### src/rtl/uart_pkg.sv
// Shared UART definitions: FSM states and default framing constants
// used by the receiver, transmitter and baud generator.
package uart_pkg;

  localparam int unsigned OVERSAMPLE_DEF = 16;
  localparam int unsigned DATA_BITS_DEF  = 8;

  typedef enum logic [1:0] {
    IDLE  = 2'd0,
    START = 2'd1,
    DATA  = 2'd2,
    STOP  = 2'd3
  } state_e;

endpackage

### src/rtl/sync_2ff.sv
// Two-flop synchroniser for a single asynchronous input, with a
// selectable reset value so idle-high lines come out of reset idle.
module sync_2ff #(
  parameter logic RST_VAL = 1'b1
) (
  input  logic clk,
  input  logic rst_n,
  input  logic d,
  output logic q
);

  logic meta_q, meta_d;
  logic sync_q, sync_d;

  always_comb begin
    meta_d = d;
    sync_d = meta_q;
  end

  always_ff @(posedge clk or negedge rst_n) begin
    if (!rst_n) begin
      meta_q <= RST_VAL;
      sync_q <= RST_VAL;
    end else begin
      meta_q <= meta_d;
      sync_q <= sync_d;
    end
  end

  assign q = sync_q;

endmodule

### src/rtl/uart_rx.sv
// 8N1-style UART receiver on an oversampling clock: mid-bit sampling of a
// synchronised rx, one-cycle valid / frame_err pulses, held data output.
module uart_rx
  import uart_pkg::*;
#(
  parameter int unsigned OVERSAMPLE = OVERSAMPLE_DEF,
  parameter int unsigned DATA_BITS  = DATA_BITS_DEF
) (
  input  logic                 clk_baud,
  input  logic                 rst,
  input  logic                 en,
  input  logic                 rx,
  output logic [DATA_BITS-1:0] data,
  output logic                 valid,
  output logic                 frame_err,
  output logic                 busy
);

  localparam int unsigned CNT_W = $clog2(OVERSAMPLE);
  localparam int unsigned IDX_W = $clog2(DATA_BITS) + 1;

  localparam logic [CNT_W-1:0] CNT_HALF = CNT_W'(OVERSAMPLE / 2 - 1);
  localparam logic [CNT_W-1:0] CNT_LAST = CNT_W'(OVERSAMPLE - 1);
  localparam logic [IDX_W-1:0] IDX_LAST = IDX_W'(DATA_BITS - 1);

  logic rx_s;

  state_e               state_q, state_d;
  logic [CNT_W-1:0]     cnt_q, cnt_d;
  logic [IDX_W-1:0]     idx_q, idx_d;
  logic [DATA_BITS-1:0] shreg_q, shreg_d;
  logic [DATA_BITS-1:0] data_q, data_d;
  logic                 valid_q, valid_d;
  logic                 ferr_q, ferr_d;
  logic                 busy_q, busy_d;

  sync_2ff #(.RST_VAL(1'b1)) u_sync_rx (
    .clk   (clk_baud),
    .rst_n (rst),
    .d     (rx),
    .q     (rx_s)
  );

  // Next-state and output logic; every state change clears cnt and bit_idx.
  always_comb begin
    state_d = state_q;
    cnt_d   = cnt_q;
    idx_d   = idx_q;
    shreg_d = shreg_q;
    data_d  = data_q;
    valid_d = 1'b0;
    ferr_d  = 1'b0;

    if (!en) begin
      state_d = IDLE;
      cnt_d   = '0;
      idx_d   = '0;
    end else begin
      unique case (state_q)
        IDLE: begin
          if (!rx_s) begin
            state_d = START;
            cnt_d   = '0;
            idx_d   = '0;
          end
        end
        START: begin
          if (cnt_q == CNT_HALF) begin
            state_d = rx_s ? IDLE : DATA;
            cnt_d   = '0;
            idx_d   = '0;
          end else begin
            cnt_d = cnt_q + CNT_W'(1);
          end
        end
        DATA: begin
          if (cnt_q == CNT_LAST) begin
            cnt_d   = '0;
            shreg_d = {rx_s, shreg_q[DATA_BITS-1:1]};
            if (idx_q == IDX_LAST) begin
              state_d = STOP;
              idx_d   = '0;
            end else begin
              idx_d = idx_q + IDX_W'(1);
            end
          end else begin
            cnt_d = cnt_q + CNT_W'(1);
          end
        end
        STOP: begin
          // Leave at mid stop bit so an immediately following start is seen.
          if (cnt_q == CNT_LAST) begin
            state_d = IDLE;
            cnt_d   = '0;
            idx_d   = '0;
            if (rx_s) begin
              data_d  = shreg_q;
              valid_d = 1'b1;
            end else begin
              ferr_d = 1'b1;
            end
          end else begin
            cnt_d = cnt_q + CNT_W'(1);
          end
        end
        default: begin
          state_d = IDLE;
          cnt_d   = '0;
          idx_d   = '0;
        end
      endcase
    end

    busy_d = (state_d != IDLE);
  end

  always_ff @(posedge clk_baud or negedge rst) begin
    if (!rst) begin
      state_q <= IDLE;
      cnt_q   <= '0;
      idx_q   <= '0;
      shreg_q <= '0;
      data_q  <= '0;
      valid_q <= 1'b0;
      ferr_q  <= 1'b0;
      busy_q  <= 1'b0;
    end else begin
      state_q <= state_d;
      cnt_q   <= cnt_d;
      idx_q   <= idx_d;
      shreg_q <= shreg_d;
      data_q  <= data_d;
      valid_q <= valid_d;
      ferr_q  <= ferr_d;
      busy_q  <= busy_d;
    end
  end

  assign data      = data_q;
  assign valid     = valid_q;
  assign frame_err = ferr_q;
  assign busy      = busy_q;

endmodule
### config.mk
export PLATFORM = sky130hd
export DESIGN_NAME = uart_rx
export DESIGN_NICKNAME = d
export VERILOG_FILES = /design/src/rtl/uart_pkg.sv /design/src/rtl/sync_2ff.sv /design/src/rtl/uart_rx.sv
export SDC_FILE = /design/constraint.sdc
export NUM_CORES = 1
export LEC_CHECK = 0
export CORE_MARGIN = 2
export CORE_UTILIZATION = 50
export DETAILED_ROUTE_END_ITERATION = 12
export PLACE_DENSITY = 0.79
export SETUP_SLACK_MARGIN = 0.02
export SYNTH_ARGS = -nofsm -noshare
export SYNTH_HDL_FRONTEND = slang
export SYNTH_HIERARCHICAL = 1
export SYNTH_SLANG_ARGS = --single-unit
export TNS_END_PERCENT = 10
### constraint.sdc
create_clock -name clk_baud -period 2.2 [get_ports clk_baud]
set_input_delay 0.44 -clock clk_baud [delete_from_list [all_inputs] [get_ports clk_baud]]
set_output_delay 0.44 -clock clk_baud [all_outputs]
set_load 0.05 [all_outputs]
Word-level counts from Yosys, hierarchy flattened
Cells that the tools add are included.

Flip-flop bits (word level): 31. Input port bits: 4. Output and inout bits: 11. Logic and storage cells: 55.

$add $sub $neg: 2. Eq/ne operators: 10. Muxes and demuxes: 27. Reduce and logical (&&, ||, !) cells: 6.

Operators with widths (number): $mux 4 (9); $pmux 4 s4 (1); $mux 2 (7); $ne 3x3->1 const B (4); $pmux 4 s3 (1); $add 4x1->4 const B (2); $eq 4x3->1 const B (2); $mux 1 (8); $pmux 2 s4 (1); $reduce_and 4->1 (2); $eq 2x2->1 const B (2); $eq 4x4->1 const B (1); $reduce_and 3->1 (1); $eq 2x1->1 const B (1); $logic_not 2->1 (1); $reduce_bool 2->1 (1); $reduce_or 2->1 (1).

Depth between registers and ports, before layout
Depth in word-level cells: 6. Gate-level depth with buffers: 6.

Hierarchy
Netlist, hierarchy kept.

Modules (own cells, without submodules): uart_rx (instances 1, cells an instance 110, area an instance 1326.3 µm²); sync_2ff (instances 1, cells an instance 2, area an instance 52.6 µm²).

Worst setup path before layout
No wires, ideal clock.

Kind: reg2reg. From: reg cnt_q[0]. To: reg busy_q (netlist: busy). Arrival time: 1.386 ns. Slack: 0.687 ns. Stages on the path, launching flop included: 7. Buffers on the path: 1. Period minus slack after synthesis: 1.513 ns. Cell sequence: dfrtp_1 -> ha_1 -> buf_2 -> nand3_1 -> o21ai_0 -> o2111a_1 -> or2_2.

Word-level cells in the longest chain between the ends: 5. Elaborated cells on any way between the ends: 8.

RTL lines: start: declaration (RTL line uart_rx.sv:29) `logic [CNT_W-1:0] cnt_q, cnt_d;`; start signal: assignment (RTL line uart_rx.sv:129) `cnt_q <= cnt_d;`; $eq 4x4->1 / $eq 4x3->1 (equally long branches) (RTL line uart_rx.sv:77, uart_rx.sv:92, uart_rx.sv:68); $mux 2 (on tied branches) (RTL line uart_rx.sv:92, uart_rx.sv:68, uart_rx.sv:77); $pmux 2 s4 (*) (RTL line uart_rx.sv:59) `unique case (state_q)`; $mux 2 (*) (RTL line uart_rx.sv:54) `if (!en) begin`; net state_d[0] (RTL line uart_rx.sv:28) `state_e state_q, state_d;`; $reduce_bool 2->1 (*) (RTL line uart_rx.sv:114) `busy_d = (state_d != IDLE);`; net busy_d (RTL line uart_rx.sv:35) `logic busy_q, busy_d;`; end signal: assignment (RTL line uart_rx.sv:135) `busy_q <= busy_d;`; end: declaration (RTL line uart_rx.sv:35).

Mark *: on every way through the listed nets, which the timed path passes. The rest lies on a longest branch. A chain may end at the register's enable or synchronous reset.

Worst setup path in the final report
From: reg data_q[3] (netlist: data[3]). To: out data[3].

RTL lines: start: declaration (RTL line uart_rx.sv:32) `logic [DATA_BITS-1:0] data_q, data_d;`; start signal: assignment (RTL line uart_rx.sv:132) `data_q <= data_d;`; end: declaration (RTL line uart_rx.sv:13) `output logic [DATA_BITS-1:0] data,`.

No word-level cell between the ends.

==> summary.txt <==
STA
  – Total Neg Setup Slack: 0 ps
  – Final critical delay including setup and external delays: 1930 ps
  – Final worst-path cycle share: between 80 and 90%
  – Setup repair after global routing missed its margin: no
  – Hold Violations, Final: 0
  – Layout Skew: ~10 ps
  – Max Transition Viols Final: 0
  – Final Hold Slack: between 300 and 400 ps
  – Transition at the pin with the smallest max-transition slack: about 500 ps
  – Count of endpoints failing setup in the final report: 0
  – F_max: between 500 and 600 MHz
  – Worst rel slew slack: ~66%
  – Worst Slack Setup Final: about 270 ps

Floorplan
  – Die W: ~57 um
  – Starting utilization of the core area: approximately half
  – Area of the die: roughly 3200 sq um
  – Top Ports: 15
  – Core area: between 2000 and 3000 sq um
  – Number of rows in the core area: 19
  – Y dimension of the die: 56.5 um

Final layout
  – Synthesis-to-layout area growth: 17.2%
  – Antenna cell count: 0
  – Final instance area: 1620 sq um
  – Share of layout cells above drive strength 1: 19.4%
  – Layout Cells excl Fill: 160
  – Final core area utilization: between 60% and 70%
  – Fillers: 220
  – Layout net count: between 100 and 150

Placed design
  – Total half-perimeter wirelength after legalization and detailed placement: 1.60 mm
  – Routability cong.: roughly 0.8
  – Place WS: 296 ps
  – Cell area after placement: approximately 1500 sq um
  – # placed instances: ~150
  – Port-buffer cells: 14

Synthesis
  – Synthesized-area fraction occupied by ao, oa, aoi and oai cells: roughly 7.6%
  – Simple-gate share of the synthesized area: 15.2%
  – Number of synthesized register bits: 31
  – Cell count after synthesis: around 110
  – Arithmetic-cell share of the synthesized area counting full adders, half adders and majority gates: 1.81%
  – Share of the synthesized netlist area taken by xor and xnor gates: ~1.3%
  – Total standard cell area after synthesis: between 1000 and 1500 sq um
  – Synth Flop Type: sky130_fd_sc_hd__dfrtp_1
  – Synthesized area per cell: 12.3 sq um
  – Biggest area contributors in the synthesized netlist: sky130_fd_sc_hd__dfrtp_1, sky130_fd_sc_hd__mux2_1, sky130_fd_sc_hd__mux2_2
  – Mux share of post-synthesis cell area: around 15%
  – Post-synth top area share: between 50% and 60%
  – Number of enable-type register cells in the synthesized netlist: 0
  – Share of async-settable or async-resettable flops after synthesis: 100%
  – Seq/Total Area, Yosys: 56.4%
  – Dominant combinational cell family by area after synthesis: simple AND/OR/NAND/NOR gates
  – Cell accounting for the most synthesized area: sky130_fd_sc_hd__dfrtp_1
  – Distinct cells, synth: 38
  – Number of warning messages in the yosys log: 6
  – Syn nets: around 120

Worst setup path
  – Critical Path Max Stage Delay: 800 ps
  – Setup Crit Path Kind: reg -> out
  – Crit path capture type: primary output
  – Cell type group with the largest total delay on the critical path: buffers and inverters
  – Maximum fanout along the worst path: 2
  – Cell-by-cell trace of the critical path: clkdlybuf4s50_1
  – Data arrival time of the critical path: between 1000 and 1500 ps
  – Buf/Inv on CP: 1
  – Cell with the largest stage delay on the worst path: sky130_fd_sc_hd__clkdlybuf4s50_1
  – Critical path startpoint category: register
  – Data required time of the worst path: 1760 ps

Power
  – Power density relative to cell area: 649 nW/um^2
  – Leak: around 0.76 nW
  – Worst-case vdd ir drop: 0.536 mV
  – Final Power: 1.05 mW

Outcome
  – Result of the run: finished, final reports clean

Route
  – Drc violations: 0
  – Detailed router's first-iteration violation count: 34
  – Count of antenna-violating nets left after detailed routing: 0
  – Length of the first detailed-routing pass in iterations: 5
  – Via/cell ratio: 5.76
  – Vias post-DR: between 900 and 1000
  – Final routed wirelength across all metal layers: 2.30 mm
  – WL/cell: between 10 and 15 um

GRT
  – Initial antenna violation count: 0
  – Global-route wire length before repair: around 3.9 mm
  – Vias in the first global route: approximately 900
  – Pin count of the biggest net entering global routing: 32
  – Global-route usage over all layers: approximately 17%
  – GRT Residual Overflow: 0

Clocking
  – Number of H-tree levels: 2
  – CTS Buf Count: 5
  – Buffer count from post-CTS setup fixing: 0
  – Clock-pin transition on the worst setup and hold timing paths: around 100 ps
  – Insertion delay to the later sink of the worst-skew pair: 330 ps
  – Root buffer cell: sky130_fd_sc_hd__clkbuf_4
  – Clock buffer depth: 2
  – Hold bufs inserted after CTS: 0
  – Clock sinks: 31
  – TritonCTS clock tree: done
  – Quantity of gates resized following cts: 0

Flow run
  – Max-capacitance violation count: 0

Worst hold path
  – Class of the most critical hold timing path: reg -> reg
[cell usage in the layout (no fill, tap or decap), types with 2 or more instances in the layout]
| master | n |
|---|---|
| sky130_fd_sc_hd__nand4b_1 | 2 |
| sky130_fd_sc_hd__nor2_1 | 2 |
| sky130_fd_sc_hd__nand3_1 | 5 |
| sky130_fd_sc_hd__nand2_1 | 7 |
| sky130_fd_sc_hd__dfstp_2 | 2 |
| sky130_fd_sc_hd__mux2_2 | 8 |
| sky130_fd_sc_hd__nand3b_1 | 2 |
| sky130_fd_sc_hd__clkdlybuf4s50_1 | 14 |
| sky130_fd_sc_hd__nand4_1 | 2 |
| sky130_fd_sc_hd__buf_4 | 2 |
| sky130_fd_sc_hd__mux2_1 | 8 |
| sky130_fd_sc_hd__inv_1 | 4 |
| sky130_fd_sc_hd__mux2i_1 | 2 |
| sky130_fd_sc_hd__clkbuf_4 | 5 |
| sky130_fd_sc_hd__a21oi_1 | 3 |
| sky130_fd_sc_hd__o21ai_0 | 5 |
| sky130_fd_sc_hd__nor2b_1 | 3 |
| sky130_fd_sc_hd__ha_1 | 2 |
| sky130_fd_sc_hd__dfrtp_1 | 29 |
[cell type report]
class | instances | area, sq um | area share (%)
Sequential cell | 31 | 778 | 48.2
Multi-Input combinational cell | 71 | 557 | 34.5
Timing Repair Buffer | 16 | 155 | 9.60
Clock buffer | 6 | 41.3 | 2.56
Tap cell | 31 | 38.8 | 2.40
Clock inverter | 1 | 30.0 | 1.86
Inverter | 4 | 15.0 | 0.930
[cell families after synthesis]
kind of cell,count (synthesis)
AND/OR/NAND/NOR,34
flip-flops,31
multiplexers,18
AO/OA/AOI/OAI,15
buffers and inverters,10
XOR/XNOR,2
adder cells (fa/ha/maj),2
[layer usage]
metal	vias to the layer above	track usage, %	share of wire (%)
met1	458	18.6	44
met4	0	9.18	2.2
met3	6	6.91	4.7
met2	23	26.4	49
li1	435	-	-
met5	-	0	0
[cells in the mapped netlist (all sizes together), types with 2 or more instances]
| library cell | n |
|---|---|
| a21oi | 3 |
| buf | 5 |
| nor2b | 3 |
| ha | 2 |
| nand2 | 8 |
| mux2 | 16 |
| mux2i | 2 |
| nand4 | 3 |
| dfstp | 2 |
| nor2 | 4 |
| inv | 4 |
| nand3b | 2 |
| nand3 | 5 |
| o21ai | 5 |
| dfrtp | 29 |
| nand4b | 2 |
[power by group]
group,leakage (nW),internal (mW),total (mW),switching (mW)
clock network,0.0383,0.234,0.417,0.183
registers,0.423,0.577,0.586,0.00842
logic,0.300,0.0176,0.0458,0.0282
[flip-flops by register name, indices dropped and copies added (netlist names)]
| register | cells |
|---|---|
| busy | 1 |
| idx_q | 4 |
| state_q | 2 |
| data | 8 |
| valid | 1 |
| u_sync_rx/q | 1 |
| frame_err | 1 |
| u_sync_rx/meta_q | 1 |
| cnt_q | 4 |
| shreg_q | 8 |
[worst paths after layout]
path,startpoint,to,slack [ps],depth (start not counted)
setup reg to reg,cnt_q[0],shreg_q[7],440,4
setup / recovery,data[3],data[3],270,1
min in group asynchronous,rst,cnt_q[2],490,2
hold reg to reg,u_sync_rx/meta_q,u_sync_rx/q,360,0
hold / removal,u_sync_rx/meta_q,u_sync_rx/q,360,0
max in group asynchronous,rst,u_sync_rx/q,1390,2
(Power assumes the default switching activity.)
==> RTL change (same settings) <==
Change the package constant `DATA_BITS_DEF` from 8 to 16.
--- a/src/rtl/uart_pkg.sv
+++ b/src/rtl/uart_pkg.sv
@@ -5,3 +5,3 @@
   localparam int unsigned OVERSAMPLE_DEF = 16;
-  localparam int unsigned DATA_BITS_DEF  = 8;
+  localparam int unsigned DATA_BITS_DEF  = 16;
 
Ports: changed (resized data); port bits go from 15 to 23. The function was not compared with the original's and may differ.
==> RTL change against the original RTL <==
Worst setup slack worse by 0.025 ns. Maximum frequency fell by 1.3%. Global-route usage increased by 0.22 points. Count of clock-buffer cells in the layout shrank 1. First-iteration DRC count increased by 74%. Synthesized area up 54%. Cell area up 52%. Clock power is 22% higher. Largest cell class unchanged. Wire length rose by 53%. Hold slack got worse by 0.20 ns. Total power is 40% higher. Combinational power is 43% higher. Sequential cell count is 17 higher. Cell count is 39% higher.
==> RTL change: results (changes against the original RTL) <==
[route]
m1WireLength_mm=1.64  ; +61%
drt_iter0_drc=59  ; +74%
met2_length_mm=1.66  ; +48%
dr_wl_met3_um=153  ; +40%
drtPass1Iterations=4  ; -1
drt-total-wl_mm=3.51  ; +53%
vias=1216  ; +32%

[cts]
root_buffer=clkbuf_8
clk_pin_slew_ns=0.08  ; -0.02 ns
clk_latency_ns=0.31  ; -0.02 ns

[status]
status=finished, final reports clean

[global_route]
use_met3_pct=5.85  ; -1.1 points
grt_first_pass_wirelength_mm=6.36  ; +61%
met1_usage_pct=21.7  ; +3.1 points
met2_usage_pct=26.0  ; -0.45 points
grt_usage_pct=16.8  ; +0.22 points
grt_pass1_vias=1298  ; +44%

[layout]
filler_cell_count=306  ; +39%
final_cells=222  ; +39%
final_nets=178  ; +32%
drive_above_1_share_pct=32.0  ; +13 points

[pwr]
vdd_drop_max_mv=0.450  ; -16%
seqPwrFrac_pct=61.1  ; +5.2 points
power_leakage_nw=1.17  ; +54%
pg_comb_w=0.0000657  ; +43%
power.share.switching_pct=23.3  ; +2.4 points
power_density_mw_per_mm2=599  ; -7.7%

[synth]
yosysUniqueCellTypes=42  ; +11%
ys_top_cells_by_area=dfrtp_1 54%, mux2_2 13%, mux2_4 6.4%
synth_xor_area_share_pct=0.413  ; -0.86 points
synth_seq_area_share_pct=56.8  ; +0.35 points
synthCells=145  ; +29%
synth.area.mux_share_pct=19.6  ; +5.1 points
yosys-top-cells-count=46 x dfrtp_1, 24 x mux2_2, 9 x mux2_4, 8 x nand2_1, 6 x nor2_1
synthAdderAreaFrac_pct=1.18  ; -0.63 points

[placement]
dp_hpwl_mm=2.40  ; +50%
dp_worst_setup_slack_ns=0.167  ; -0.129 ns
port_buffers=22  ; +8
place_area_mm2=0.00237  ; +54%
gp_congestion=0.825  ; +1.3%

[sta]
fin_skew_ns=0.0114  ; +0.00137 ns
fin_crit_sh_pct=88.7  ; +1.1 points
relSlewSlack_pct=55.8  ; -11 points

[setup_path]
ff2ff_setup_slack_ns=0.25  ; -0.19 ns
end_kind=flip-flop
cp_max_fo=17  ; +15
slowest_stage=dfrtp_1
rr_endpoint=data[2]
endpoint=data[2]
slowest_delay_ns=0.38  ; -0.42 ns
path_delay_family=simple AND/OR/NAND/NOR gates
ff2ff_path_depth=5  ; +1

==> RTL change: layout make-up <==
cell class / count / area, um2 / area share [%]
inverter: 2 / 7.51 / 0.306
tap: 50 / 62.6 / 2.55
sequential: 48 / 1200 / 49.0
timing repair buffer: 26 / 258 / 10.5
clock buffer: 5 / 68.8 / 2.80
multi-input combinational: 89 / 843 / 34.3
clock inverter: 2 / 12.5 / 0.509
==> RTL change: worst min path at each step <==
stage	cells past startpoint	startpoint	slack (ns)	end
after floorplan	0	rst	0.14	busy
after global placement	0	u_sync_rx/meta_q	0.35	u_sync_rx/q
after detailed placement	0	u_sync_rx/meta_q	0.35	u_sync_rx/q
after CTS	1	rst	0.18	idx_q[2]
after global routing	1	rst	0.21	shreg_q[14]
final	1	rst	0.16	idx_q[2]
==> RTL change: cell families (layout without fill, tap and decap cells) <==
kind of cell,after synthesis,count (layout)
compound gates,16,16
xor+xnor,1,1
fa+ha+maj,2,2
buf+inv,8,35
flops,48,48
mux,34,34
simple gates,36,36
